[src/rtl/div_pkg.sv]
//------------------------------------------------------------------------------
// div_pkg : shared widths, iteration count and state encoding for div_unit
// Revision: 1.0
//------------------------------------------------------------------------------
`default_nettype none

package div_pkg;

   localparam int DIV_WIDTH = 32;
   localparam int DIV_ITER  = 32;

   typedef enum logic [1:0] {
      DIV_IDLE = 2'd0,
      DIV_ON   = 2'd1,
      DIV_ZERO = 2'd2,
      DIV_END  = 2'd3
   } div_state_e;

endpackage

`default_nettype wire

[src/rtl/div_if.sv]
//------------------------------------------------------------------------------
// div_if : request/response bundle between the execute stage and div_unit
// Revision: 1.0
//------------------------------------------------------------------------------
`default_nettype none

interface div_if;
   import div_pkg::*;

   logic                   start;
   logic                   signed_div;
   logic [DIV_WIDTH-1:0]   a;
   logic [DIV_WIDTH-1:0]   b;
   logic                   annul;
   logic [2*DIV_WIDTH-1:0] result;
   logic                   ready;
   logic                   busy;

   modport master (
      output start, signed_div, a, b, annul,
      input  result, ready, busy
   );

   modport slave (
      input  start, signed_div, a, b, annul,
      output result, ready, busy
   );

endinterface

`default_nettype wire

[src/rtl/div_sign_fix.sv]
//------------------------------------------------------------------------------
// div_sign_fix : conditional two's-complement negation (neg ? -val : val)
// Revision: 1.0
//------------------------------------------------------------------------------
`default_nettype none

module div_sign_fix
   import div_pkg::*;
(
   input  logic [DIV_WIDTH-1:0] val,
   input  logic                 neg,
   output logic [DIV_WIDTH-1:0] res
);

   assign res = neg ? -val : val;

endmodule

`default_nettype wire

[src/rtl/div_unit.sv]
//------------------------------------------------------------------------------
// div_unit : 32-bit radix-2 restoring divider producing {remainder, quotient}
// Option   : DIV_ZERO_SHORTCUT_EN -> b==0 finishes in 3 cycles with result 0
// Revision: 1.0
//------------------------------------------------------------------------------
`default_nettype none

module div_unit
   import div_pkg::*;
(
   input  logic clk,
   input  logic resetn,
   div_if.slave bus
);

   localparam logic [4:0] LAST_STEP = 5'(DIV_ITER - 1);

   div_state_e             state_q, state_d;
   logic [4:0]             count_q, count_d;
   logic [DIV_WIDTH-1:0]   rem_q, rem_d;
   logic [DIV_WIDTH-1:0]   quo_q, quo_d;
   logic [DIV_WIDTH-1:0]   dvs_q, dvs_d;
   logic                   sgn_q, sgn_d;
   logic                   sa_q, sa_d;
   logic                   sb_q, sb_d;
   logic [2*DIV_WIDTH-1:0] result_q, result_d;

   logic [DIV_WIDTH-1:0]   abs_a, abs_b;
   logic [DIV_WIDTH-1:0]   rem_shift, rem_step, quo_step;
   logic [DIV_WIDTH-1:0]   quo_fixed, rem_fixed;
   logic                   step_ge;

   div_sign_fix u_abs_a (.val(bus.a), .neg(bus.signed_div & bus.a[31]), .res(abs_a));
   div_sign_fix u_abs_b (.val(bus.b), .neg(bus.signed_div & bus.b[31]), .res(abs_b));

   // The partial remainder is always below the divisor, so only 32 bits are
   // stored; the shifted-out bit rem_q[31] acts as bit 32 of the 33-bit value.
   // When it is set the true value exceeds any divisor and the 32-bit
   // difference is still exact.
   assign rem_shift = {rem_q[DIV_WIDTH-2:0], quo_q[DIV_WIDTH-1]};
   assign step_ge   = rem_q[DIV_WIDTH-1] | (rem_shift >= dvs_q);
   assign rem_step  = step_ge ? (rem_shift - dvs_q) : rem_shift;
   assign quo_step  = {quo_q[DIV_WIDTH-2:0], step_ge};

   div_sign_fix u_fix_q (.val(quo_step), .neg(sgn_q & (sa_q ^ sb_q)), .res(quo_fixed));
   div_sign_fix u_fix_r (.val(rem_step), .neg(sgn_q & sa_q),          .res(rem_fixed));

   always_comb begin
      state_d  = state_q;
      count_d  = count_q;
      rem_d    = rem_q;
      quo_d    = quo_q;
      dvs_d    = dvs_q;
      sgn_d    = sgn_q;
      sa_d     = sa_q;
      sb_d     = sb_q;
      result_d = result_q;

      case (state_q)
         DIV_IDLE: begin
            if (bus.start) begin
               sgn_d   = bus.signed_div;
               sa_d    = bus.a[31];
               sb_d    = bus.b[31];
               rem_d   = '0;
               quo_d   = abs_a;
               dvs_d   = abs_b;
               count_d = '0;
`ifdef DIV_ZERO_SHORTCUT_EN
               state_d = (bus.b == '0) ? DIV_ZERO : DIV_ON;
`else
               state_d = DIV_ON;
`endif
            end
         end
         DIV_ON: begin
            rem_d   = rem_step;
            quo_d   = quo_step;
            count_d = count_q + 5'd1;
            // Result is registered on entry to END so it is valid with ready.
            if (count_q == LAST_STEP) begin
               state_d  = DIV_END;
               result_d = {rem_fixed, quo_fixed};
            end
         end
         DIV_ZERO: begin
            state_d  = DIV_END;
            result_d = '0;
         end
         DIV_END: begin
            state_d = DIV_IDLE;
         end
         default: begin
            state_d = DIV_IDLE;
         end
      endcase

      if (bus.annul) begin
         state_d  = DIV_IDLE;
         result_d = result_q;
      end
   end

   always_ff @(posedge clk or negedge resetn) begin
      if (!resetn) begin
         state_q  <= DIV_IDLE;
         count_q  <= '0;
         rem_q    <= '0;
         quo_q    <= '0;
         dvs_q    <= '0;
         sgn_q    <= 1'b0;
         sa_q     <= 1'b0;
         sb_q     <= 1'b0;
         result_q <= '0;
      end else begin
         state_q  <= state_d;
         count_q  <= count_d;
         rem_q    <= rem_d;
         quo_q    <= quo_d;
         dvs_q    <= dvs_d;
         sgn_q    <= sgn_d;
         sa_q     <= sa_d;
         sb_q     <= sb_d;
         result_q <= result_d;
      end
   end

   assign bus.result = result_q;
   assign bus.ready  = (state_q == DIV_END);
   assign bus.busy   = (state_q != DIV_IDLE);

endmodule

`default_nettype wire
[src/flat_wrapper.sv]
// flat-port wrapper written by rule: the top's interface ports become plain ports
module div_unit_flat import div_pkg::*;
  (clk, resetn, bus_start, bus_signed_div, bus_a, bus_b, bus_annul, bus_result, bus_ready, bus_busy);
  div_if bus_i ();
  input  logic clk;
  input  logic resetn;
  input wire logic [$bits(bus_i.start)-1:0] bus_start;
  input wire logic [$bits(bus_i.signed_div)-1:0] bus_signed_div;
  input wire logic [$bits(bus_i.a)-1:0] bus_a;
  input wire logic [$bits(bus_i.b)-1:0] bus_b;
  input wire logic [$bits(bus_i.annul)-1:0] bus_annul;
  output wire logic [$bits(bus_i.result)-1:0] bus_result;
  output wire logic [$bits(bus_i.ready)-1:0] bus_ready;
  output wire logic [$bits(bus_i.busy)-1:0] bus_busy;
  assign bus_i.start = bus_start;
  assign bus_i.signed_div = bus_signed_div;
  assign bus_i.a = bus_a;
  assign bus_i.b = bus_b;
  assign bus_i.annul = bus_annul;
  assign bus_result = bus_i.result;
  assign bus_ready = bus_i.ready;
  assign bus_busy = bus_i.busy;
  div_unit u_core (.clk(clk), .resetn(resetn), .bus(bus_i));
endmodule
[config.mk]
export PLATFORM = sky130hd
export DESIGN_NAME = div_unit_flat
export DESIGN_NICKNAME = d
export VERILOG_FILES = /design/src/rtl/div_pkg.sv /design/src/rtl/div_if.sv /design/src/rtl/div_sign_fix.sv /design/src/rtl/div_unit.sv /design/src/flat_wrapper.sv
export SDC_FILE = /design/constraint.sdc
export NUM_CORES = 1
export LEC_CHECK = 0
export BUFFER_PORTS_ARGS = -buffer_cell sky130_fd_sc_hd__clkbuf_2
export CAP_MARGIN = 25
export CELL_PAD_IN_SITES_DETAIL_PLACEMENT = 1
export CELL_PAD_IN_SITES_GLOBAL_PLACEMENT = 1
export CORE_UTILIZATION = 45
export DETAILED_ROUTE_END_ITERATION = 10
export PLACE_DENSITY_LB_ADDON = 0.1
export SYNTH_ARGS = -nofsm -noshare
export SYNTH_HDL_FRONTEND = slang
export SYNTH_SLANG_ARGS = --single-unit
[constraint.sdc]
create_clock -name clk -period 6.5 [get_ports clk]
set_clock_uncertainty 0.15 [all_clocks]
set_input_delay 0 -clock clk [delete_from_list [all_inputs] [get_ports clk]]
set_output_delay 0 -clock clk [all_outputs]
set_load 0.05 [all_outputs]
Word level (Yosys, flattened, before mapping)
Cells that the tools add are included.
- add/sub/neg operators: 6
- magnitude comparators: 1
- eq/ne operators: 8
- multiplexer cells: 17
- bitwise logic cells: 7
- reduce and logical (&&, ||, !) cells: 8
- operators with widths (kind ; count):
    $mux 32 ; 7
    $neg 32->32 ; 4
    $pmux 32 s2 ; 2
    $pmux 64 s2 ; 1
    $mux 64 ; 1
    $ge 32x32->1 ; 1
    $sub 32x32->32 ; 1
    $pmux 5 s2 ; 1
    $pmux 2 s4 ; 1
    $mux 2 ; 3
    $reduce_and 2->1 ; 3
    $reduce_bool 2->1 ; 3
    $add 5x1->5 const B ; 1
    $eq 5x5->1 const B ; 1
    $mux 5 ; 1
    $and 1x1->1 ; 4
    $eq 2x2->1 const B ; 2
    $ne 3x2->1 const B ; 1
    $ne 3x3->1 const B ; 1
    $reduce_and 3->1 ; 1
    $eq 2x1->1 const B ; 1
    $logic_not 2->1 ; 1
    $ne 2x1->1 const B ; 1
    $ne 2x2->1 const B ; 1
    other kinds (3) ; 3
- register bits after elaboration: 170
- input bits: 69
- output and inout port bits: 66
- word-level logic and storage cells: 56

Logic depth before layout (Yosys ltp)
- depth after elaboration: 7
- depth in mapped cells: 23
- mapped depth without buffers: 20

Modules after synthesis
A second synthesis with hierarchy kept.
- cells, all modules: 1414
- area total of the unflattened synthesis: 12446.9 um^2
- modules (own cells, without submodules) (module ; instances ; cells an instance ; area an instance (um^2) ; seq. area each (um^2)):
    div_unit ; 1 ; 982 ; 9379.0 ; 4254.1
    div_sign_fix ; 4 ; 108 ; 767.0 ; 0.0

Worst setup path after synthesis
OpenSTA, ideal clock, no wires.
- path type: flip-flop to flip-flop
- from: reg u_core.dvs_q[0]
- to: reg u_core.result_q[60], in the netlist u_core.bus.result[60]
- arrival: 4.753 ns
- required time: 6.228 ns
- setup slack: 1.476 ns
- stages on the path, launching flop included: 22
- buffers on the path: 3
- cell sequence: dfrtp_1 ha_1 fa_1 nand2b_1 a211oi_1 o211ai_1 a21oi_4 or2_4 buf_2 buf_2 buf_1 nand2_1 o21ai_0 ha_1 nand2b_1 or4_1 nor4_1 a31oi_1 a2111oi_4 nand3_1 mux2_1 a32o_1
- word-level cells in the longest chain between the ends: 7
- elaborated cells between the ends (all ways): 8
- classes of those cells: add/sub (2); order compare (1); mux (4); bitwise (1)
- ends and longest elaborated chain (what ; RTL line ; source):
    start: declaration ; div_unit.sv:22 ; logic [DIV_WIDTH-1:0] dvs_q, dvs_d;
    start signal: assignment ; div_unit.sv:120 ; dvs_q <= dvs_d;
    $ge 32x32->1 ; div_unit.sv:41 ; assign step_ge = rem_q[DIV_WIDTH-1] | (rem_shift >= dvs_q);
    $or 1x1->1 ; div_unit.sv:41 ;
    $mux 32 (*) ; div_unit.sv:42 ; assign rem_step = step_ge ? (rem_shift - dvs_q) : rem_shift;
    $neg 32->32 ; div_sign_fix.sv:15 ; assign res = neg ? -val : val;
    $mux 32 (*) ; div_sign_fix.sv:15 ;
    $mux 64 (*) ; div_unit.sv:81 ; if (count_q == LAST_STEP) begin
    $pmux 64 s2 (*) ; div_unit.sv:59 ; case (state_q)
    end signal: assignment ; div_unit.sv:124 ; result_q <= result_d;
    end: declaration ; div_unit.sv:26 ; logic [2*DIV_WIDTH-1:0] result_q, result_d;
Mark *: on every way between the ends. The rest lies on a longest branch, timed or not. The select of a mux whose other input is x is not followed.
A chain may end at the register's enable or synchronous reset.

Worst setup path after layout
- from: reg u_core.rem_q[22]
- to: reg u_core.result_q[58], in the netlist u_core.bus.result[58]
- word-level cells in the longest chain between the ends: 7
- elaborated cells between the ends (all ways): 8
- classes of those cells: add/sub (2); order compare (1); mux (4); bitwise (1)
- ends and longest elaborated chain (what ; RTL line ; source):
    start: declaration ; div_unit.sv:20 ; logic [DIV_WIDTH-1:0] rem_q, rem_d;
    start signal: assignment ; div_unit.sv:118 ; rem_q <= rem_d;
    $ge 32x32->1 ; div_unit.sv:41 ;
    $or 1x1->1 ; div_unit.sv:41 ;
    $mux 32 (*) ; div_unit.sv:42 ;
    $neg 32->32 ; div_sign_fix.sv:15 ;
    $mux 32 (*) ; div_sign_fix.sv:15 ;
    $mux 64 (*) ; div_unit.sv:81 ;
    $pmux 64 s2 (*) ; div_unit.sv:59 ;
Marks and branches as above.

==> metrics.txt <==
vias=between 10000 and 15000; CTS tree=built; Seq/Total Area, Yosys=34.9%; I/O pin count=135; Max Fclk=0.176 GHz; max-slew violations=0; Syn Inst Count=around 1500; fin crit period=5.69 ns; Register-to-Register Path Depth=17; Pre-Repair DR Iteration Count=8; min-delay worst type=input pin to flop; Post-CTS Setup Bufs=0; Crit Path Max Fanout=49; root buf cell=clkbuf_16; pin count of the biggest net entering global routing=96; Hold Path Depth=5; final setup fails=0; WS Path Type=flop to flop; final wirelength=43600 um; Most used DFF post-synth=dfrtp_1; Synth cell types=87; max capacitance violation total=0; buffers plus inverters on the worst setup path=0; register bit total from synthesis=170; violated checks=design-rule violations; crit path DAT=5.82 ns; Final Hold Vio Count=0; per-cell routed wire length=21.8 um; Initial Utilization=between 40% and 50%; Rows=between 50 and 60; Max-slew headroom=34.9%; Top delay family on crit path=compound AO/OA/AOI/OAI gates; diode count=0; Clock Pin Slew Worst Setup and Hold Paths=roughly 0.07 ns; Die ar.=between 0.02 and 0.03 mm^2; Cell Chain, Critical Path=ha_1, a21oi_1, o21ai_1, a222oi_1, nand3_2, or2_4, o21ai_0, ha_1, nand2b_1, or4_1, nor4_1, a31oi_1, a21oi_1, and3_1, a31o_2, xor2_1, o21ai_1; Post-route DRC=9; core area=0.0263 mm^2; GRT overflow=0; antenna violations before repair=1; Layout area overhead=18.4%; Worst-Skew Late Latency=0.45 ns; Slew @ Worst Pin=slightly below 1 ns; Crit. path cell count=17; Die Width=166 um; setup_tns=0 ns; RSZ-0062 raised after global routing=false; global-route wire length before repair=69500 um; Post-DP HPWL=31300 um; Critical Path RT=around 6.6 ns; layout cells sized above 1=a little over an eighth; Synth async-reset ratio=100%; Max H-tree Level=4; CTS buffer count=17; Die Y-Extent=~170 um; CP peak stage delay=0.55 ns; DR iter-0 viols=1075; number of synthesized flops with an enable pin=0; Final GP Congestion=0.909; Synth area leader=dfrtp_1; Ys Warns=0; clock tree buffer depth=2; CTS Sinks=170; leading post-synthesis cells by cell area=dfrtp_1 35%, o21ai_0 7.6%, nand2_1 6.4%; Synth top area share=about a third; crit end category=flop; number of buffers added on ports=134; final worst path period share=87.5%; Via density=6.08; Startpoint Class=flop; number of global-route vias before repair=12306; status=finished with violations; DRT antenna net count=0; Post-Synthesis Net Count=1613; Syn Area/Cell=8.11 um^2; Max stage delay cell, worst path=or2_4; Post-Syn Area=0.0122 mm^2; nets=about 1800; All-Layer GR Usage=between 30% and 40%
cell usage in the layout (no fill, tap or decap), types with 10 or more instances in the layout:
| cell | instances |
|---|---|
| nand2_1 | 207 |
| o21ai_0 | 186 |
| dfrtp_1 | 170 |
| clkbuf_2 | 133 |
| a21oi_1 | 118 |
| nor2_1 | 91 |
| dlygate4sd3_1 | 84 |
| xnor2_1 | 68 |
| xor2_1 | 66 |
| inv_1 | 53 |
| ha_1 | 42 |
| nor3_1 | 32 |
| nand3_1 | 25 |
| nor4_1 | 23 |
| o31ai_1 | 22 |
| or3_1 | 20 |
| a22oi_1 | 20 |
| clkbuf_16 | 17 |
| o22ai_1 | 16 |
| a211oi_1 | 13 |
| a31oi_1 | 13 |
| nand4_1 | 12 |
| nand2b_1 | 12 |
| o21a_1 | 12 |
| o21ai_1 | 11 |
| and2_1 | 11 |
| and3_1 | 11 |
| mux2i_1 | 11 |
| nor2b_1 | 10 |
synth_stat cells (5+ instances only):
cell,number
dfrtp_1,170
o31ai_1,22
buf_2,14
o21ai_1,11
a211oi_1,13
or2_2,9
or4_1,6
a31oi_1,13
inv_1,53
nor2b_1,10
nor3b_1,5
nor2_1,91
nor3_1,32
or3_1,20
o41ai_1,5
o21ai_0,186
o211ai_1,6
mux2i_1,11
a22oi_1,20
and3_1,11
o22ai_1,16
xor2_1,66
and2_1,11
nand2_1,209
nand4_1,12
clkbuf_1,65
nand2b_1,12
a21boi_0,5
xnor2_1,68
o21a_1,12
a22o_1,9
a21oi_1,119
ha_1,42
a21o_1,8
nand3_1,25
nor4_1,23
through the flow:
step                      area, um^2  setup WS [ns]  std cells  util [%]  hold slack (ns)
after floorplan                12200           1.48       1501         -           -0.446
after global placement         12900           1.15       1885      49.2           0.0323
after detailed placement       12900           1.05       1885      49.2           0.0219
after CTS                      14400          0.915       2001      54.7          0.00276
after global routing           14400          0.488       2003      54.9           0.0761
final                          14400          0.812       2003      54.9           0.0258
worst paths after layout:
check | from | to | slack [ns]
worst max register to register | u_core.rem_q[22] | u_core.bus.result[58] | 0.81
worst min-delay path | bus_a[9] | u_core.quo_q[9] | 0.03
min in group asynchronous | resetn | u_core.rem_q[7] | 0.06
worst min register to register | u_core.bus.result[44] | u_core.bus.result[44] | 0.33
max in group asynchronous | resetn | u_core.dvs_q[3] | 4.97
worst max-delay path | u_core.rem_q[22] | u_core.bus.result[58] | 0.81
metal layers:
metal | global-route usage [%] | share of wire [%] | vias up
li1 | - | - | 5673
met1 | 45.6 | 47 | 6109
met2 | 50.7 | 46 | 345
met3 | 4.54 | 5.1 | 48
met4 | 8.17 | 1.7 | 0
met5 | 0 | 0 | -
state kept, by name (all words and copies together) (netlist names):
signal             count
u_core.bus.result     64
u_core.quo_q          32
u_core.state_q         2
u_core.sa_q            1
u_core.sb_q            1
u_core.count_q         5
u_core.dvs_q          32
u_core.sgn_q           1
u_core.rem_q          32
timing repair:
item | CTS | global route
endpoints found under the hold margin | 161 | 0
resized for setup | 0 | 0
hold buffers | 84 | 0
cell families after synthesis:
| kind of cell | share of synthesized area [%] |
|---|---|
| AOI/OAI and AO/OA | 25.4 |
| and+or+nand+nor | 19.7 |
| DFF | 34.9 |
| buffers and inverters | 4.88 |
| xor gates and xnor gates | 9.64 |
| adders and majority gates | 4.48 |
| muxes | 0.997 |
tightest hold or removal path, stage by stage:
cell and delay [ns]:
clkbuf_2 0.11, xnor2_1 0.13, a21oi_1 0.09, a21oi_1 0.16, a21oi_1 0.09
cell type report:
type | instances | area, um^2
Fill cell | 3237 | 11900
Multi-Input combinational cell | 1186 | 7340
Sequential cell | 170 | 4250
Timing Repair Buffer | 226 | 1610
Clock buffer | 18 | 439
Tap cell | 335 | 419
Inverter | 54 | 203
Clock inverter | 14 | 153
Power is not shown: default switching activity piles up to over one toggle a cycle in this logic, so the estimate is an artifact.
